**src/rtl/call_return_stack_if.sv**
```systemverilog
// Call/return stack bus: control-unit side (master) and stack side (slave).
interface call_return_stack_if #(
  parameter int unsigned ADDR_W = 10,
  parameter int unsigned PTR_W  = 5
);
  logic              PUSH;
  logic              POP;
  logic [ADDR_W-1:0] PUSH_DATA;
  logic              FLUSH;
  logic [ADDR_W-1:0] STACK_OUT;
  logic [PTR_W:0]    COUNT;
  logic              EMPTY;
  logic              FULL;
  logic              OVF;
  logic              UNF;

  modport master (
    output PUSH, POP, PUSH_DATA, FLUSH,
    input  STACK_OUT, COUNT, EMPTY, FULL, OVF, UNF
  );

  modport slave (
    input  PUSH, POP, PUSH_DATA, FLUSH,
    output STACK_OUT, COUNT, EMPTY, FULL, OVF, UNF
  );
endinterface

```
**src/rtl/call_return_stack.sv**
```systemverilog
// Hardware return-address stack feeding the PC FROM_STACK input.
// Grows downward; the top entry is read combinationally so RET has zero latency.
module call_return_stack #(
  parameter int unsigned ADDR_W = 10,
  parameter int unsigned PTR_W  = 5
) (
  input  logic                 CLK,
  input  logic                 RST,
  call_return_stack_if.slave   bus
);
  localparam int unsigned DEPTH = 1 << PTR_W;
  localparam int unsigned CNT_W = PTR_W + 1;

  logic [ADDR_W-1:0] mem [DEPTH];
  logic [PTR_W-1:0]  sp;
  logic [CNT_W-1:0]  count;
  logic              ovf;
  logic              unf;
  logic              empty_c;
  logic              full_c;

  // Occupancy flags derived from the entry count.
  always_comb begin
    empty_c = (count == CNT_W'(0));
    full_c  = (count == CNT_W'(DEPTH));
  end

  // Pointer, count, sticky error flags and RAM write; reset leaves RAM contents alone.
  always_ff @(posedge CLK) begin
    if (RST) begin
      sp    <= PTR_W'(0);
      count <= CNT_W'(0);
      ovf   <= 1'b0;
      unf   <= 1'b0;
    end else if (bus.FLUSH) begin
      sp    <= PTR_W'(0);
      count <= CNT_W'(0);
    end else begin
      case ({bus.PUSH, bus.POP})
        2'b10: begin
          if (full_c) begin
            ovf <= 1'b1;
          end else begin
            mem[sp - PTR_W'(1)] <= bus.PUSH_DATA;
            sp                  <= sp - PTR_W'(1);
            count               <= count + CNT_W'(1);
          end
        end
        2'b01: begin
          if (empty_c) begin
            unf <= 1'b1;
          end else begin
            sp    <= sp + PTR_W'(1);
            count <= count - CNT_W'(1);
          end
        end
        2'b11: begin
          if (empty_c) begin
            // Nothing to replace: acts as a plain push but records the bad pop.
            mem[sp - PTR_W'(1)] <= bus.PUSH_DATA;
            sp                  <= sp - PTR_W'(1);
            count               <= count + CNT_W'(1);
            unf                 <= 1'b1;
          end else begin
            mem[sp] <= bus.PUSH_DATA;
          end
        end
        default: ;
      endcase
    end
  end

  // Outputs: top of stack is a pure asynchronous read.
  assign bus.STACK_OUT = mem[sp];
  assign bus.COUNT     = count;
  assign bus.EMPTY     = empty_c;
  assign bus.FULL      = full_c;
  assign bus.OVF       = ovf;
  assign bus.UNF       = unf;
endmodule

```
**src/flat_wrapper.sv**
```systemverilog
// flat-port wrapper written by rule: the top's interface ports become plain ports
module call_return_stack_flat 
#(
  parameter int unsigned ADDR_W = 10,
  parameter int unsigned PTR_W  = 5
)
  (CLK, RST, bus_PUSH, bus_POP, bus_PUSH_DATA, bus_FLUSH, bus_STACK_OUT, bus_COUNT, bus_EMPTY, bus_FULL, bus_OVF, bus_UNF);
  call_return_stack_if #(.ADDR_W(ADDR_W), .PTR_W(PTR_W)) bus_i ();
  input  logic CLK;
  input  logic RST;
  input wire logic [$bits(bus_i.PUSH)-1:0] bus_PUSH;
  input wire logic [$bits(bus_i.POP)-1:0] bus_POP;
  input wire logic [$bits(bus_i.PUSH_DATA)-1:0] bus_PUSH_DATA;
  input wire logic [$bits(bus_i.FLUSH)-1:0] bus_FLUSH;
  output wire logic [$bits(bus_i.STACK_OUT)-1:0] bus_STACK_OUT;
  output wire logic [$bits(bus_i.COUNT)-1:0] bus_COUNT;
  output wire logic [$bits(bus_i.EMPTY)-1:0] bus_EMPTY;
  output wire logic [$bits(bus_i.FULL)-1:0] bus_FULL;
  output wire logic [$bits(bus_i.OVF)-1:0] bus_OVF;
  output wire logic [$bits(bus_i.UNF)-1:0] bus_UNF;
  assign bus_i.PUSH = bus_PUSH;
  assign bus_i.POP = bus_POP;
  assign bus_i.PUSH_DATA = bus_PUSH_DATA;
  assign bus_i.FLUSH = bus_FLUSH;
  assign bus_STACK_OUT = bus_i.STACK_OUT;
  assign bus_COUNT = bus_i.COUNT;
  assign bus_EMPTY = bus_i.EMPTY;
  assign bus_FULL = bus_i.FULL;
  assign bus_OVF = bus_i.OVF;
  assign bus_UNF = bus_i.UNF;
  call_return_stack #(.ADDR_W(ADDR_W), .PTR_W(PTR_W)) u_core (.CLK(CLK), .RST(RST), .bus(bus_i));
endmodule
```
**config.mk**
```make
export PLATFORM = sky130hd
export DESIGN_NAME = call_return_stack_flat
export DESIGN_NICKNAME = d
export VERILOG_FILES = /design/src/rtl/call_return_stack_if.sv /design/src/rtl/call_return_stack.sv /design/src/flat_wrapper.sv
export SDC_FILE = /design/constraint.sdc
export NUM_CORES = 1
export LEC_CHECK = 0
export CORE_MARGIN = 1
export CORE_UTILIZATION = 25
export DETAILED_ROUTE_END_ITERATION = 8
export GPL_TIMING_DRIVEN = 0
export PLACE_DENSITY = 0.42
export SYNTH_ARGS = -nofsm -noshare
export SYNTH_HDL_FRONTEND = slang
export SYNTH_SLANG_ARGS = --single-unit
```
**constraint.sdc**
```tcl
create_clock -name CLK -period 3.19 [get_ports CLK]
set_input_delay 0.638 -clock CLK [delete_from_list [all_inputs] [get_ports CLK]]
set_output_delay 0.638 -clock CLK [all_outputs]
set_load 0.02 [all_outputs]
```
# ---- Yosys cells after proc, flatten, opt, wreduce, memory -nomap -nowiden
# Memory sizes are Yosys's and may differ from the RTL's. A register that Yosys moved wholly into a read port is not among the register bits.
# Cells that the tools add are included.
dict set report word_totals {
  register_bits 13
  ram_bits 320
  memories 1
  input_bits 15
  romBits 0
  output_inout_bits 20
  wordCells 55
  latchBits 0
}
dict set report classes {
  div_mod_pow 0
  bitwise 2
  reduce_logical 8
  n_shift 0
  n_addsub 4
  n_mux 29
  eq_ne 7
  n_mul 0
  magnitude_cmp 0
}
# name depth word_bits read_ports rd_clocked_by_memory_dff write_ports line_no
set mem_list {}
lappend mem_list {u_core.mem 32 10 1 1 1 call_return_stack.sv:14} ;# logic [ADDR_W-1:0] mem [DEPTH];
# operator count
set op_table {}
lappend op_table {{5-bit two-way mux} 6}
lappend op_table {{10-bit two-way mux} 2}
lappend op_table {{6-bit two-way mux} 3}
lappend op_table {{6-bit one-hot mux with 3 select lines} 1}
lappend op_table {{1-bit two-way mux} 16}
lappend op_table {{5-bit one-hot mux with 3 select lines} 1}
lappend op_table {{10-bit OR reduction} 1}
lappend op_table {{6-bit by 1-bit adder with 6-bit output (second input constant)} 1}
lappend op_table {{6-bit equality test (second input constant)} 1}
lappend op_table {{6-bit logical NOT} 1}
lappend op_table {{2-bit != test (second input constant)} 3}
lappend op_table {{3-bit AND reduction} 2}
lappend op_table {{6-bit by 1-bit subtractor with 6-bit output (second input constant)} 1}
lappend op_table {{5-bit by 1-bit adder with 5-bit output (second input constant)} 1}
lappend op_table {{5-bit by 1-bit subtractor with 5-bit output (second input constant)} 1}
lappend op_table {{2-bit equality test (second input constant)} 2}
lappend op_table {{4-bit AND reduction} 1}
lappend op_table {{2-bit OR reduction} 2}
lappend op_table {{3-bit nonzero test} 1}
lappend op_table {{2-bit by 1-bit equality test with 1-bit output (second input constant)} 1}
lappend op_table {{1-bit inverter} 1}
lappend op_table {{1-bit bitwise OR} 1}

# ---- Logic depth before layout (Yosys ltp)
# Gate-level depths: netlist of the first run.
dict set report depth {
  ltp_word 8
  depth_mapped 9
}

# ---- Least setup slack after synthesis of the first run
# Ideal clock, no wire load.
dict set report synth_timing {
  path_kind {flip-flop to flip-flop}
  startpoint {register u_core.count[1], in the netlist u_core.bus.COUNT[1]}
  endpoint {memory u_core.mem[10][0] (enable)}
  setup_time_ps 390
  path_buffers 1
  setup_slack_ps 237
  required_time_ps 2800
  arrival_ps 2563
  period_less_slack_ps 2953
  path_stages_with_launch 7
  path_cell_list {dfxtp_1 > or4_4 > buf_6 > o21a_2 > nor3b_2 > a32oi_2 > nor3_1}
}
dict set report synth_between {
  elab_chain_cells 8
}
# element line_no
set synth_lines {}
lappend synth_lines {{start: declaration} call_return_stack.sv:16} ;# logic [CNT_W-1:0] count;
lappend synth_lines {{start signal: assignment} call_return_stack.sv:46} ;# count <= count + CNT_W'(1);
lappend synth_lines {{start signal: assignment} call_return_stack.sv:54} ;# count <= count - CNT_W'(1);
lappend synth_lines {{start signal: assignment} call_return_stack.sv:62} ;# count <= count + CNT_W'(1);
lappend synth_lines {{6-bit logical NOT / 6-bit equality test (equally long branches)} {call_return_stack.sv:24, call_return_stack.sv:25}}
lappend synth_lines {{1-bit two-way mux (on tied branches)} {call_return_stack.sv:58, call_return_stack.sv:41}}
lappend synth_lines {{1-bit two-way mux} call_return_stack.sv:39} ;# case ({bus.PUSH, bus.POP})
lappend synth_lines {{1-bit two-way mux} call_return_stack.sv:35} ;# end else if (bus.FLUSH) begin
lappend synth_lines {{1-bit two-way mux} call_return_stack.sv:30} ;# if (RST) begin
lappend synth_lines {{1-bit two-way mux (on tied branches)} {call_return_stack.sv:65, call_return_stack.sv:44, call_return_stack.sv:60}}
lappend synth_lines {{10-bit OR reduction (no line) / 1-bit bitwise OR (equally long branches)} --}
lappend synth_lines {{5-bit two-way mux (no line) / 1-bit two-way mux (equally long branches)} --}
lappend synth_lines {{end: declaration} call_return_stack.sv:14}
# Parallel ways exist; a longest one is shown, timed or not.

==> results_dict.tcl, run 1 <==
set metrics [dict create \
    crit_chain "clkbuf_2, mux4_2, mux4_2, mux2_4, buf_6" \
    ys_async_sr_fraction_pct 0 \
    p_leak_uw 0.00509 \
    gp_congestion 0.724 \
    cpPeakStageDelay_ps 520 \
    whs_endpoint "u_core.bus.UNF$_SDFFE_PP0P_" \
    synth_cells 645 \
    placed_area_um2 14800 \
    routed_wl_um 33200 \
    fp.dieH_um 235 \
    yosysTopAreaCellShare_pct 70.9 \
    worst-path-buf-inv 2 \
    hold_viol_final 0 \
    cts.clk_slew.worst_paths_ps 60 \
    path_common_cell "mux4_2" \
    crit_path_end_kind "output port" \
    dp.final_hpwl_um 20600 \
    ys_seq_elements 338 \
    areaGrowthSynthToFinish_pct 23.5 \
    fin_area_um2 16700 \
    dr.pass1.iters 4 \
    synth_area_leaders "edfxtp_1 (71%), mux4_2 (17%), dfxtp_1 (2.7%)" \
    synth_common_cells "edfxtp_1 (320), mux4_2 (100), nor2_1 (45)" \
    hold_slack_ps 477 \
    grt_pass1_wl_um 48700 \
    cts-buffers-inserted 38 \
    synth_edf_count 320 \
    coreArea_um2 53100 \
    r2r-start "u_core.sp[0]$_SDFFE_PP0N_" \
    fin_skew_ps 22.0 \
    io_buffers 34 \
    fin_ws_ps -264 \
    grt_pass1_vias 6889 \
    synthFlopType "edfxtp_1" \
    cts_max_path_buffers 3 \
    slowest_stage "mux4_2" \
    min_period_ps 3450 \
    violations "negative setup slack" \
    hold_path_depth 2 \
    grt_setup_unrepaired "yes" \
    max_freq_mhz 290 \
    yosysTopAreaCell "edfxtp_1" \
    maxSlewViolCount 0 \
    clock_latency_ps 560 \
    worst_pin_slew_ps 1360 \
    htree_levels 2 \
    routed_via_density 4.53 \
    critPathRequiredTime_ps 2550 \
    drc 0 \
    cp-start-kind "flop" \
    irDropWorstVdd_mv 0.322 \
    grt.overflow.total 0 \
    crit_family "multiplexers" \
    slew_headroom_pct 8.92 \
    crit_type "flop to output port" \
    synth_fp_nets 667 \
    hold_path_class "flop to flop" \
    root_buffer "clkbuf_16" \
    power_density_nw_per_um2 616 \
    start_util_pct 25.5 \
    dieArea_um2 55200 \
    antenna_left 0 \
    grtUsageTotal_pct 12.2 \
    synth_most_common_cell "edfxtp_1" \
    vias 6592 \
    total_power_uw 10300 \
    synth.avg_cell_area_um2 21.0 \
    holdCritStartpoint "u_core.bus.UNF$_SDFFE_PP0P_" \
    fp.dieW_um 235 \
    wl_per_cell_um 22.8 \
    status "finished with violations" \
    reg2reg_depth 7 \
    rows 84 \
    grt_max_degree 33 \
    path_max_fanout 10 \
    post-route-period-util_pct 108 \
    regToRegEndpoint "u_core.mem[0][4]$_DFFE_PP_" \
    tritoncts "built" \
    antenna_found_initial 0 \
    antenna_cells 0 \
    worstPathArrival_ps 2820 \
    holdBufCountCts 0 \
    yosysUniqueCellTypes 57 \
    cts_sinks 338 \
    drive_above_1_share_pct 36.8 \
    utilization_pct 31.5 \
    syn_area_um2 13600 \
    r2r_slack_ps 140 \
    drv_cap 0 \
    seq_area_frac_synth_pct 73.6 \
    yosys_warnings 0 \
    pin_count 35 \
    finalSetupViolCount 10 \
    layout.nets 760 \
    drt_iter0_markers 461 \
]
==> cells by family (layout without fill, tap and decap cells) <==
logic type,Yosys count,after routing,synth area share (%)
buf+inv,45,168,1.44
flops,338,338,73.6
compound gates,48,48,3.18
fa+ha+maj,7,7,0.702
simple gates,88,88,3.05
xor+xnor,4,4,0.258
mux,115,115,17.8
==> flip-flops by register name, indices dropped and copies added (netlist names), named ones only <==
register,count
u_core.bus.UNF,1
u_core.mem,320
u_core.bus.COUNT,6
u_core.bus.OVF,1
u_core.sp,5
==> metal layers <==
layer	wire (um)	share of wire [%]	vias to the layer above	GRT usage (%)
met5	0	0	-	0
met4	620	1.9	0	3.73
met3	1300	3.9	43	2.09
met2	14900	45	138	18.0
met1	16400	49	3505	18.2
li1	-	-	2906	-
==> area by class of cell <==
type,count,area (um^2)
fillers,5046,36300
flip-flops and latches,338,9970
multi-input cells,262,3710
clock buffers,50,1040
well taps,688,861
repair buffers,55,637
plain buffers,30,279
clock inverters,20,201
inverters,13,48.8
==> through the flow <==
stage                     setup WS (ps)  TNS, ps  std cells
after floorplan                     237        0        645
after global placement            -1400  -317900       1367
after global routing               -338    -3800       1456
final                              -264    -2430       1456
after CTS                          -353   -19070       1454
after detailed placement           -938  -239600       1372
==> worst register-to-register path, stage by stage, from the launching register on <==
cell and delay [ps]:
dfxtp_1 370, buf_2 310, inv_1 130, ha_1 370, inv_1 130, o41ai_2 350, nand2_2 340, nor2_2 670
==> placed cells by master, fill, tap and decap left out, types with 6 or more instances in the layout <==
| cell | Yosys | routed |
|---|---|---|
| ha_1 | 6 | 6 |
| clkbuf_2 | 0 | 6 |
| clkdlybuf4s50_1 | 0 | 17 |
| buf_12 | 0 | 14 |
| mux4_2 | 100 | 100 |
| clkbuf_1 | 20 | 16 |
| edfxtp_1 | 320 | 320 |
| a21oi_1 | 7 | 7 |
| clkinv_2 | 0 | 6 |
| nand2_1 | 11 | 10 |
| dfxtp_1 | 18 | 16 |
| buf_6 | 2 | 19 |
| inv_1 | 12 | 12 |
| nor2_1 | 45 | 20 |
| o21ai_0 | 9 | 7 |
| nor2_4 | 0 | 20 |
| mux2_4 | 0 | 10 |
| buf_2 | 9 | 7 |
| clkbuf_16 | 0 | 41 |
==> power breakdown <==
part	switching [uW]	internal, uW	total [uW]	leakage [uW]
Sequential	27.6	4890	4920	0.00302
Combinational	584	465	1050	0.00146
Clock	1790	2550	4340	0.000604
==> worst max-delay path by stage <==
stage                                     start                          end  slack [ps]  depth (start not counted)
6_report                                   flop             bus_STACK_OUT[7]        -260                          5
5_1_grt                                    flop             bus_STACK_OUT[6]        -340                          6
4_1_cts                                    flop             bus_STACK_OUT[1]        -350                          7
3_5_place_dp                           bus_PUSH   u_core.mem[5][1]$_DFFE_PP_        -940                          5
3_3_place_gp                           bus_PUSH  u_core.mem[25][6]$_DFFE_PP_       -1400                          5
2_1_floorplan  u_core.bus.COUNT[1]$_SDFFE_PP0N_  u_core.mem[10][0]$_DFFE_PP_         240                          6
==> what timing repair did <==
action / in CTS / in global routing
gates resized for setup: 147 / 40
gates cloned: 3 / 3
endpoints found under the setup margin: 282 / 330
setup buffers: 11 / 2
pin swaps: 1 / 2
(Power assumes the default switching activity.)
==> run 2, diff against run 1 <==
- SETUP_SLACK_MARGIN: not set -> 0.3
==> results_dict.tcl, run 2 (same netlist as run 1, synthesis figures left out) <==
set metrics [dict create \
    regToRegEndpoint "u_core.mem[3][3]$_DFFE_PP_" \
    drc 0 \
    worstPathArrival_ps 2860 \
    status "finished with violations" \
    gp_congestion 0.752 \
    dr.pass1.iters 4 \
    cp-start-kind "flop" \
    cpPeakStageDelay_ps 550 \
    max_freq_mhz 286 \
    fp.dieH_um 235 \
    cts_max_path_buffers 3 \
    final_cell_mix "edfxtp_1 (320), mux4_2 (100), clkbuf_16 (43), buf_12 (27), nor2_4 (25)" \
    htree_levels 2 \
    placed_area_um2 14800 \
    maxSlewViolCount 0 \
    use_met1_pct 17.9 \
    r2r_slack_ps 350 \
    routed_wl_um 33800 \
    largest_reg_flops 320 \
    seqPwrFrac_pct 47.3 \
    grt.overflow.total 0 \
    use_met2_pct 18.8 \
    clock_latency_ps 550 \
    met3_usage_pct 2.71 \
    drive_above_1_share_pct 38.4 \
    finalSetupViolCount 10 \
    post-route-period-util_pct 110 \
    dp.final_hpwl_um 20300 \
    layout_commonest_cell "edfxtp_1" \
    io_buffers 34 \
    fin_skew_ps 19.5 \
    dieArea_um2 55200 \
    critPathRequiredTime_ps 2550 \
    holdCritStartpoint "u_core.bus.OVF$_SDFFE_PP0P_" \
    cts-buffers-inserted 40 \
    hold_path_class "flop to flop" \
    antenna_cells 0 \
    fin_ws_ps -306 \
    worst_pin_slew_ps 1300 \
    min_period_ps 3500 \
    slew_headroom_pct 13.3 \
    irDropWorstVdd_mv 0.357 \
    slowest_stage "mux4_2" \
    largest-register "u_core.mem" \
    wl_per_cell_um 22.7 \
    r2r-start "u_core.bus.COUNT[1]$_SDFFE_PP0N_" \
    reg2reg_depth 5 \
    coreArea_um2 53100 \
    grt_pass1_wl_um 49100 \
    drv_cap 0 \
    drt_iter0_markers 478 \
    crit_type "flop to output port" \
    crit_path_end_kind "output port" \
    power_frac_comb_pct 10.6 \
    grt_pass1_vias 6993 \
    swShare_pct 23.5 \
    vias 6671 \
    gr-max-usage-layer "met2" \
    power_switching_uw 2440 \
    tritoncts "built" \
    antenna_found_initial 3 \
    rows 84 \
    critPathCapture "bus_STACK_OUT[6]" \
    violations "negative setup slack" \
    hold_viol_final 0 \
    root_buffer "clkbuf_16" \
    grtUsageTotal_pct 12.4 \
    power_density_nw_per_um2 600 \
    power.share.clock_pct 42.1 \
    p_leak_uw 0.00535 \
    hold_path_depth 1 \
    crit_chain "clkbuf_16, buf_6, buf_16, mux4_2, mux4_2, mux2_4, buf_6" \
    antenna_left 0 \
    path_max_fanout 6 \
    routed_via_density 4.48 \
    grt_setup_unrepaired "yes" \
    grt_max_degree 33 \
    hold_slack_ps 486 \
    layout.nets 791 \
    pin_count 35 \
    areaGrowthSynthToFinish_pct 27.8 \
    cts.clk_slew.worst_paths_ps 60 \
    holdBufCountCts 0 \
    intPower_uw 7960 \
    fp.dieW_um 235 \
    cts_sinks 338 \
    fin_area_um2 17300 \
    start_util_pct 25.5 \
]
## run 2: changes by cell type in the layout (fill, tap and decap cells not counted), sizes merged
cell	change
buf	+24
clkinv	+5
clkbuf	+2
clkdlybuf4s15	+2
clkdlybuf4s50	+2
dlygate4sd2	-2
inv	-1
## run 2: power groups by stage
stage                     logic (uW)  registers (uW)  clock network [uW]
after floorplan                  546            5000                   0
after global placement           916            5010                   0
after detailed placement         920            5010                   0
after CTS                       1090            4920                4530
after global routing            1170            4920                4700
final                           1100            4920                4380
## run 2: critical path: cells and delay by family (launching register included)
kind / cells / cell delay, ps
buf+inv: 4 / 560
flops: 1 / 390
mux: 3 / 1370
## run 2: timing repair
item,in CTS,in global routing
setup endpoints to repair,330,260
buffers inserted,28,14
cloned,4,0
gates resized for setup,207,8
pin swaps,15,13
## run 2: cell type report
class                           count  area [um^2]
Sequential cell                   338         9970
Clock inverter                     24          220
Timing Repair Buffer               82         1030
Clock buffer                       49         1030
Tap cell                          688          861
Inverter                           13         48.8
Buffer                             32          372
Multi-Input combinational cell    262         3780
Fill cell                        5016        35800
## run 2: per-stage QoR
stage	total power (uW)	worst slack [ps]	cells	setup TNS (ps)	util [%]
global route	10800	-400	1488	-3650	32.6
CTS	10500	-358	1473	-3350	32.1
floorplan	5550	237	645	0	-
finish	10400	-306	1488	-2900	32.6
global placement	5920	-1340	1367	-302130	27.8
detailed placement	5930	-989	1368	-266820	27.9
## run 2: worst min path at each step
stage	to	slack (ps)
floorplan	u_core.bus.UNF$_SDFFE_PP0P_	580
global placement	u_core.bus.UNF$_SDFFE_PP0P_	470
detailed placement	u_core.bus.OVF$_SDFFE_PP0P_	470
CTS	u_core.bus.OVF$_SDFFE_PP0P_	490
global route	u_core.bus.OVF$_SDFFE_PP0P_	510
finish	u_core.bus.OVF$_SDFFE_PP0P_	490
## run 2: layer usage
layer  wire length (um)  part of all wire [%]
met1              15900                    47
met2              15500                    46
met3               1710                   5.1
met4                666                   2.0
met5                  0                     0
==> run 3, diff against run 2 <==
- clock period: 3.19 -> 3.4 ns (I/O delays scaled with it)
==> results_dict.tcl, run 3 (same netlist as run 1, synthesis figures left out) <==
set metrics [dict create \
    status "finished with violations" \
    violations "negative setup slack" \
    r2r_slack_ps 440 \
    antenna_found_initial 0 \
    slowest_stage "mux4_2" \
    drv_cap 0 \
    max_freq_mhz 284 \
    grt_pass1_vias 6891 \
    regToRegEndpoint "u_core.mem[25][2]$_DFFE_PP_" \
    register_area_um2 9970 \
    wl_per_cell_um 22.8 \
    hold_path_class "flop to flop" \
    grt_setup_unrepaired "yes" \
    largest-register "u_core.mem" \
    utilization_pct 31.7 \
    cts_max_path_buffers 3 \
    post-route-period-util_pct 104 \
    tritoncts "built" \
    path_common_cell "mux4_2" \
    hold_viol_final 0 \
    r2r-start "u_core.bus.COUNT[1]$_SDFFE_PP0N_" \
    drive_above_1_share_pct 36.9 \
    areaGrowthSynthToFinish_pct 24.1 \
    nFillCells 5025 \
    routed_via_density 4.53 \
    cts_sinks 338 \
    dr.pass1.iters 4 \
    grt.overflow.total 0 \
    fp.dieH_um 235 \
    grt_max_degree 33 \
    rows 84 \
    dieArea_um2 55200 \
    finalSetupViolCount 10 \
    fin_ws_ps -124 \
    layout.nets 761 \
    routed_wl_um 33200 \
    grt_pass1_wl_um 49000 \
    gp_congestion 0.724 \
    critPathRequiredTime_ps 2720 \
    coreArea_um2 53100 \
    multi_input_area_um2 3730 \
    crit_chain "clkbuf_16, buf_12, buf_16, mux4_2, mux4_2, mux2_4, buf_6" \
    fp.dieW_um 235 \
    cts.clk_slew.worst_paths_ps 60 \
    worst_pin_slew_ps 1340 \
    antenna_left 0 \
    whs_endpoint "u_core.bus.UNF$_SDFFE_PP0P_" \
    hold_slack_ps 477 \
    drt_iter0_markers 514 \
    dp.final_hpwl_um 20600 \
    reg2reg_depth 6 \
    antenna_cells 0 \
    slew_headroom_pct 10.7 \
    fin_skew_ps 24.2 \
    start_util_pct 25.5 \
    power_density_nw_per_um2 576 \
    irDropWorstVdd_mv 0.304 \
    largest_reg_flops 320 \
    vias 6596 \
    holdCritStartpoint "u_core.bus.UNF$_SDFFE_PP0P_" \
    maxSlewViolCount 0 \
    io_buffers 34 \
    min_period_ps 3520 \
    crit_type "flop to output port" \
    hold_path_depth 2 \
    cts-buffers-inserted 38 \
    drc 0 \
    cp-start-kind "flop" \
    final_cell_mix "edfxtp_1 (320), mux4_2 (100), clkbuf_16 (40), nor2_4 (24), nor2_1 (20)" \
    cpPeakStageDelay_ps 550 \
    path_max_fanout 7 \
    p_leak_uw 0.00511 \
    grtUsageTotal_pct 12.3 \
    layout_commonest_cell "edfxtp_1" \
    clock_latency_ps 560 \
    pin_count 35 \
    htree_levels 2 \
    worstPathArrival_ps 2840 \
    root_buffer "clkbuf_16" \
    crit_path_end_kind "output port" \
    holdBufCountCts 0 \
]
[run 3: report_power, final]
part / leakage (uW) / switching [uW] / internal [uW] / total, uW
Combinational: 0.00148 / 562 / 444 / 1010
Clock: 0.000604 / 1670 / 2390 / 4070
Sequential: 0.00302 / 18.3 / 4590 / 4610
Total: 0.00511 / 2250 / 7430 / 9680
[run 3: metrics by stage]
step                TNS [ps]  total power (uW)  setup WS, ps  area, um^2  instances
CTS                    -1690              9830          -187       16800       1454
detailed placement   -184000              5570          -770       14800       1372
finish                 -1060              9680          -124       16800       1457
global route           -1880             10000          -203       16800       1457
floorplan                  0              5210           447       13600        645
global placement     -262220              5560         -1230       14800       1367
[run 3: cell type report]
cell class                      instances  area share [%]
Sequential cell                       338            59.3
Multi-Input combinational cell        262            22.1
Clock buffer                           50            6.16
Tap cell                              688            5.12
Timing Repair Buffer                   54            3.78
Buffer                                 32            2.02
Clock inverter                         20            1.20
Inverter                               13           0.290
[run 3: per-layer routing]
layer,vias up,GRT usage [%],wire length (um)
met2,144,17.9,14600
li1,2908,-,-
met4,0,3.89,695
met1,3499,18.3,16500
met5,-,0,0
met3,45,2.29,1460
[run 3: critical path, delay by kind of cell (launching register included)]
| kind | cells | cell delay [ps] |
|---|---|---|
| flip-flops | 1 | 360 |
| buffers and inverters | 4 | 560 |
| multiplexers | 3 | 1380 |
[run 3: worst max path at each step]
stage / slack (ps) / cells past startpoint / startpoint / to
3_5_place_dp: -770 / 5 / bus_PUSH / u_core.mem[5][1]$_DFFE_PP_
6_report: -120 / 7 / flop / bus_STACK_OUT[0]
5_1_grt: -200 / 7 / flop / bus_STACK_OUT[8]
4_1_cts: -190 / 7 / flop / bus_STACK_OUT[0]
3_3_place_gp: -1230 / 5 / bus_PUSH / u_core.mem[25][6]$_DFFE_PP_
2_1_floorplan: 450 / 6 / u_core.bus.COUNT[1]$_SDFFE_PP0N_ / u_core.mem[10][0]$_DFFE_PP_
[run 3: what timing repair did]
action / 4_1_cts / 5_1_grt
resized for setup: 189 / 10
setup endpoints to repair: 288 / 123
pin swaps: 1 / 3
setup buffers: 8 / 3
cloned: 4 / 0
==> variant (settings of run 2) <==
`ADDR_W` is set to 10 in 3 places; all go to 11.
--- a/src/rtl/call_return_stack_if.sv
+++ b/src/rtl/call_return_stack_if.sv
@@ -1,6 +1,6 @@
 // Call/return stack bus: control-unit side (master) and stack side (slave).
 interface call_return_stack_if #(
-  parameter int unsigned ADDR_W = 10,
+  parameter int unsigned ADDR_W = 11,
   parameter int unsigned PTR_W  = 5
 );
   logic              PUSH;
--- a/src/rtl/call_return_stack.sv
+++ b/src/rtl/call_return_stack.sv
@@ -1,7 +1,7 @@
 // Hardware return-address stack feeding the PC FROM_STACK input.
 // Grows downward; the top entry is read combinationally so RET has zero latency.
 module call_return_stack #(
-  parameter int unsigned ADDR_W = 10,
+  parameter int unsigned ADDR_W = 11,
   parameter int unsigned PTR_W  = 5
 ) (
   input  logic                 CLK,
--- a/src/flat_wrapper.sv
+++ b/src/flat_wrapper.sv
@@ -1,7 +1,7 @@
 // flat-port wrapper written by rule: the top's interface ports become plain ports
 module call_return_stack_flat 
 #(
-  parameter int unsigned ADDR_W = 10,
+  parameter int unsigned ADDR_W = 11,
   parameter int unsigned PTR_W  = 5
 )
   (CLK, RST, bus_PUSH, bus_POP, bus_PUSH_DATA, bus_FLUSH, bus_STACK_OUT, bus_COUNT, bus_EMPTY, bus_FULL, bus_OVF, bus_UNF);
Interface: changed (resized bus_PUSH_DATA and bus_STACK_OUT); port bits go from 35 to 37. The function was not compared with the original's and may differ.
==> variant against run 2 <==
  * Via count increased by 11%
  * Design area is 9.0% higher
  * Routed wire length up 13%
  * Total power up 7.5%
  * The flow still finishes with violations (setup timing)
  * Die area increased by 9.1%
  * Sequential cell count rose by 32
  * First-iteration DRC count is 20% higher
  * Synthesized area up 9.2%
  * Worst setup slack lost 0.075 ns
  * Combinational power increased by 7%
==> variant: results (changes against run 2) <==
worst clock skew 0.02223 ns (was 0.01948 ns); worst-case reg-to-reg path depth 9 (was 5); total negative slack for setup checks -3.671 ns (was -2.897 ns); startpoint of the tightest hold check path u_core.bus.OVF$_SDFFE_PP0P_ (unchanged); # diodes 0 (unchanged); wire length of the first global-routing pass 55,440 µm (was 49,090 µm); register area share after synthesis 73.86% (was 73.55%); overflow left after global routing 0 (unchanged); Hold/Removal Path Class reg2reg (unchanged); First DRT Iteration DRCs 573 (was 478); number of flip-flops under the largest register name 352 (was 320); final HPWL from detailed placement 23,720 µm (was 20,310 µm); depth of the worst hold-timing path 1 (unchanged); # setup viols final 11 (was 10); Lkg Pwr 5.848 nW (was 5.345 nW); sum of routed wire length over all layers 38,070 µm (was 33,760 µm); number of nets in the finished design 860 (was 791); global placer's final weighted congestion 0.7489 (was 0.7515); via count 7,408 (was 6,671); pre-CTS setup slack -1.139 ns (was -0.9885 ns); worst-case headroom to the max-slew limit 18.69% (was 13.27%); endpoint of the worst-slack reg-to-reg timing path u_core.mem[26][2]$_DFFE_PP_ (was u_core.mem[3][3]$_DFFE_PP_); arrival time at the worst endpoint 2.93 ns (was 2.86 ns); minimum hold slack 0.4799 ns (was 0.4856 ns); number of buffers created by CTS 43 (was 40); Yosys warning count 0 (unchanged); post-synthesis async set-or-reset flop share 0% (unchanged); post-place instance area 16,180 µm² (was 14,800 µm²); violations in the final reports setup timing (unchanged); Area contributors post-synth edfxtp_1 71%, mux4_2 16%, dfxtp_1 2.4%, mux4_1 1.2%, nor2_1 1.1% (was edfxtp_1 71%, mux4_2 17%, dfxtp_1 2.7%, nor2_1 1.2%, mux2_2 0.83%); total of buffers placed on input and output ports 36 (was 34); slack of the worst reg-to-reg path 0.40 ns (was 0.35 ns); number of unique standard cell types used by synthesis 56 (was 57); fraction of post-synthesis cell area in the top cell type by area 71.43% (was 70.89%); cell types with the highest counts after synthesis 352 x edfxtp_1, 103 x mux4_2, 45 x nor2_1, 19 x clkbuf_1, 18 x dfxtp_1 (was 320 x edfxtp_1, 100 x mux4_2, 45 x nor2_1, 20 x clkbuf_1, 18 x dfxtp_1); final worst-path setup slack -0.3811 ns (was -0.3056 ns); Root Buffer clkbuf_16 (unchanged); total global-route track usage 12.88% (was 12.38%); via count of the first global-routing pass 7,494 (was 6,993); number of enable flip-flop cells after synthesis 352 (was 320); fraction of final layout cells sized beyond drive strength 1 40.69% (was 38.38%); Synth Net Count 713 (was 667); crit-path max FO 7 (was 6); detailed-routing iteration count for the pre-antenna-repair pass 5 (was 4); initial antenna violation count 2 (was 3); insertion delay to the later sink of the worst-skew pair 0.56 ns; switching share of power 23.34% (was 23.50%); Worst VDD drop 0.4118 mV (was 0.3566 mV); outcome complete, but fails checks (unchanged)
-- variant: changes by cell type in the layout (fill, tap and decap cells not counted), sizes merged, moves of 5 or more --
cell                  run 2  this run
edfxtp                  320       352
clkdlybuf4s50            19        13
buf                      70        99
mux4                    100       110
clkinv                   17        11
clkbuf                   72        77
-- variant: worst max-delay path: stages, from the launching register on --
cell     delay, ns
dfxtp_2       0.33
buf_8         0.15
buf_12        0.16
buf_12        0.12
buf_16        0.12
mux4_2        0.49
mux4_2        0.56
mux2_4        0.31
buf_6         0.13
-- variant: metrics by stage --
| stage | total power [mW] | cells |
|---|---|---|
| after floorplan | 6.059 | 690 |
| after global placement | 6.476 | 1491 |
| after detailed placement | 6.488 | 1493 |
| after CTS | 11.32 | 1613 |
| after global routing | 11.59 | 1630 |
| final | 11.18 | 1630 |
-- variant: how the worst max path moves through the flow --
stage / from / endpoint / slack [ns] / depth (start not counted)
floorplan: u_core.bus.COUNT[1]$_SDFFE_PP0N_ / u_core.mem[10][0]$_DFFE_PP_ / 0.16 / 6
global placement: bus_PUSH / u_core.mem[10][3]$_DFFE_PP_ / -1.20 / 5
detailed placement: flop / bus_STACK_OUT[1] / -1.14 / 7
CTS: flop / bus_STACK_OUT[9] / -0.44 / 8
global route: flop / bus_STACK_OUT[9] / -0.46 / 8
finish: flop / bus_STACK_OUT[9] / -0.38 / 8
-- variant: cell type report --
| cell class | instances | area, µm² |
|---|---|---|
| flip-flops and latches | 370 | 10930 |
| multi-input cells | 273 | 4025 |
| clock inverters | 15 | 152.6 |
| fillers | 5573 | 39270 |
| well taps | 765 | 957.2 |
| repair buffers | 102 | 1254 |
| plain buffers | 34 | 342.8 |
| inverters | 13 | 52.55 |
| clock buffers | 58 | 1152 |
-- variant: kinds of logic after synthesis --
kind of cell             share of synthesized area (%)
AO/OA/AOI/OAI                                    2.756
XOR/XNOR                                        0.2367
adder cells (fa/ha/maj)                         0.6426
buffers and inverters                            1.623
flip-flops                                       73.86
multiplexers                                     18.09
AND/OR/NAND/NOR                                  2.782
-- variant: per-layer routing --
metal  track usage, %  part of all wire, %
met5                0                0.021
met4            3.566                  2.0
met3            2.597                  4.5
met2            18.73                   45
met1            19.30                   49
-- variant: power by group through the flow --
stage               clock (mW)  combinational (mW)  sequential, mW
finish                    4.62                1.18            5.38
global route              4.95                1.25            5.38
CTS                       4.78                1.16            5.39
detailed placement           0                1.00            5.49
global placement             0               0.990            5.49
floorplan                    0               0.579            5.48
-- variant: timing repair --
item,CTS,global route
buffers inserted,44,16
resized for setup,205,18
pin swaps,25,14
cloned,3,1
setup endpoints to repair,363,323
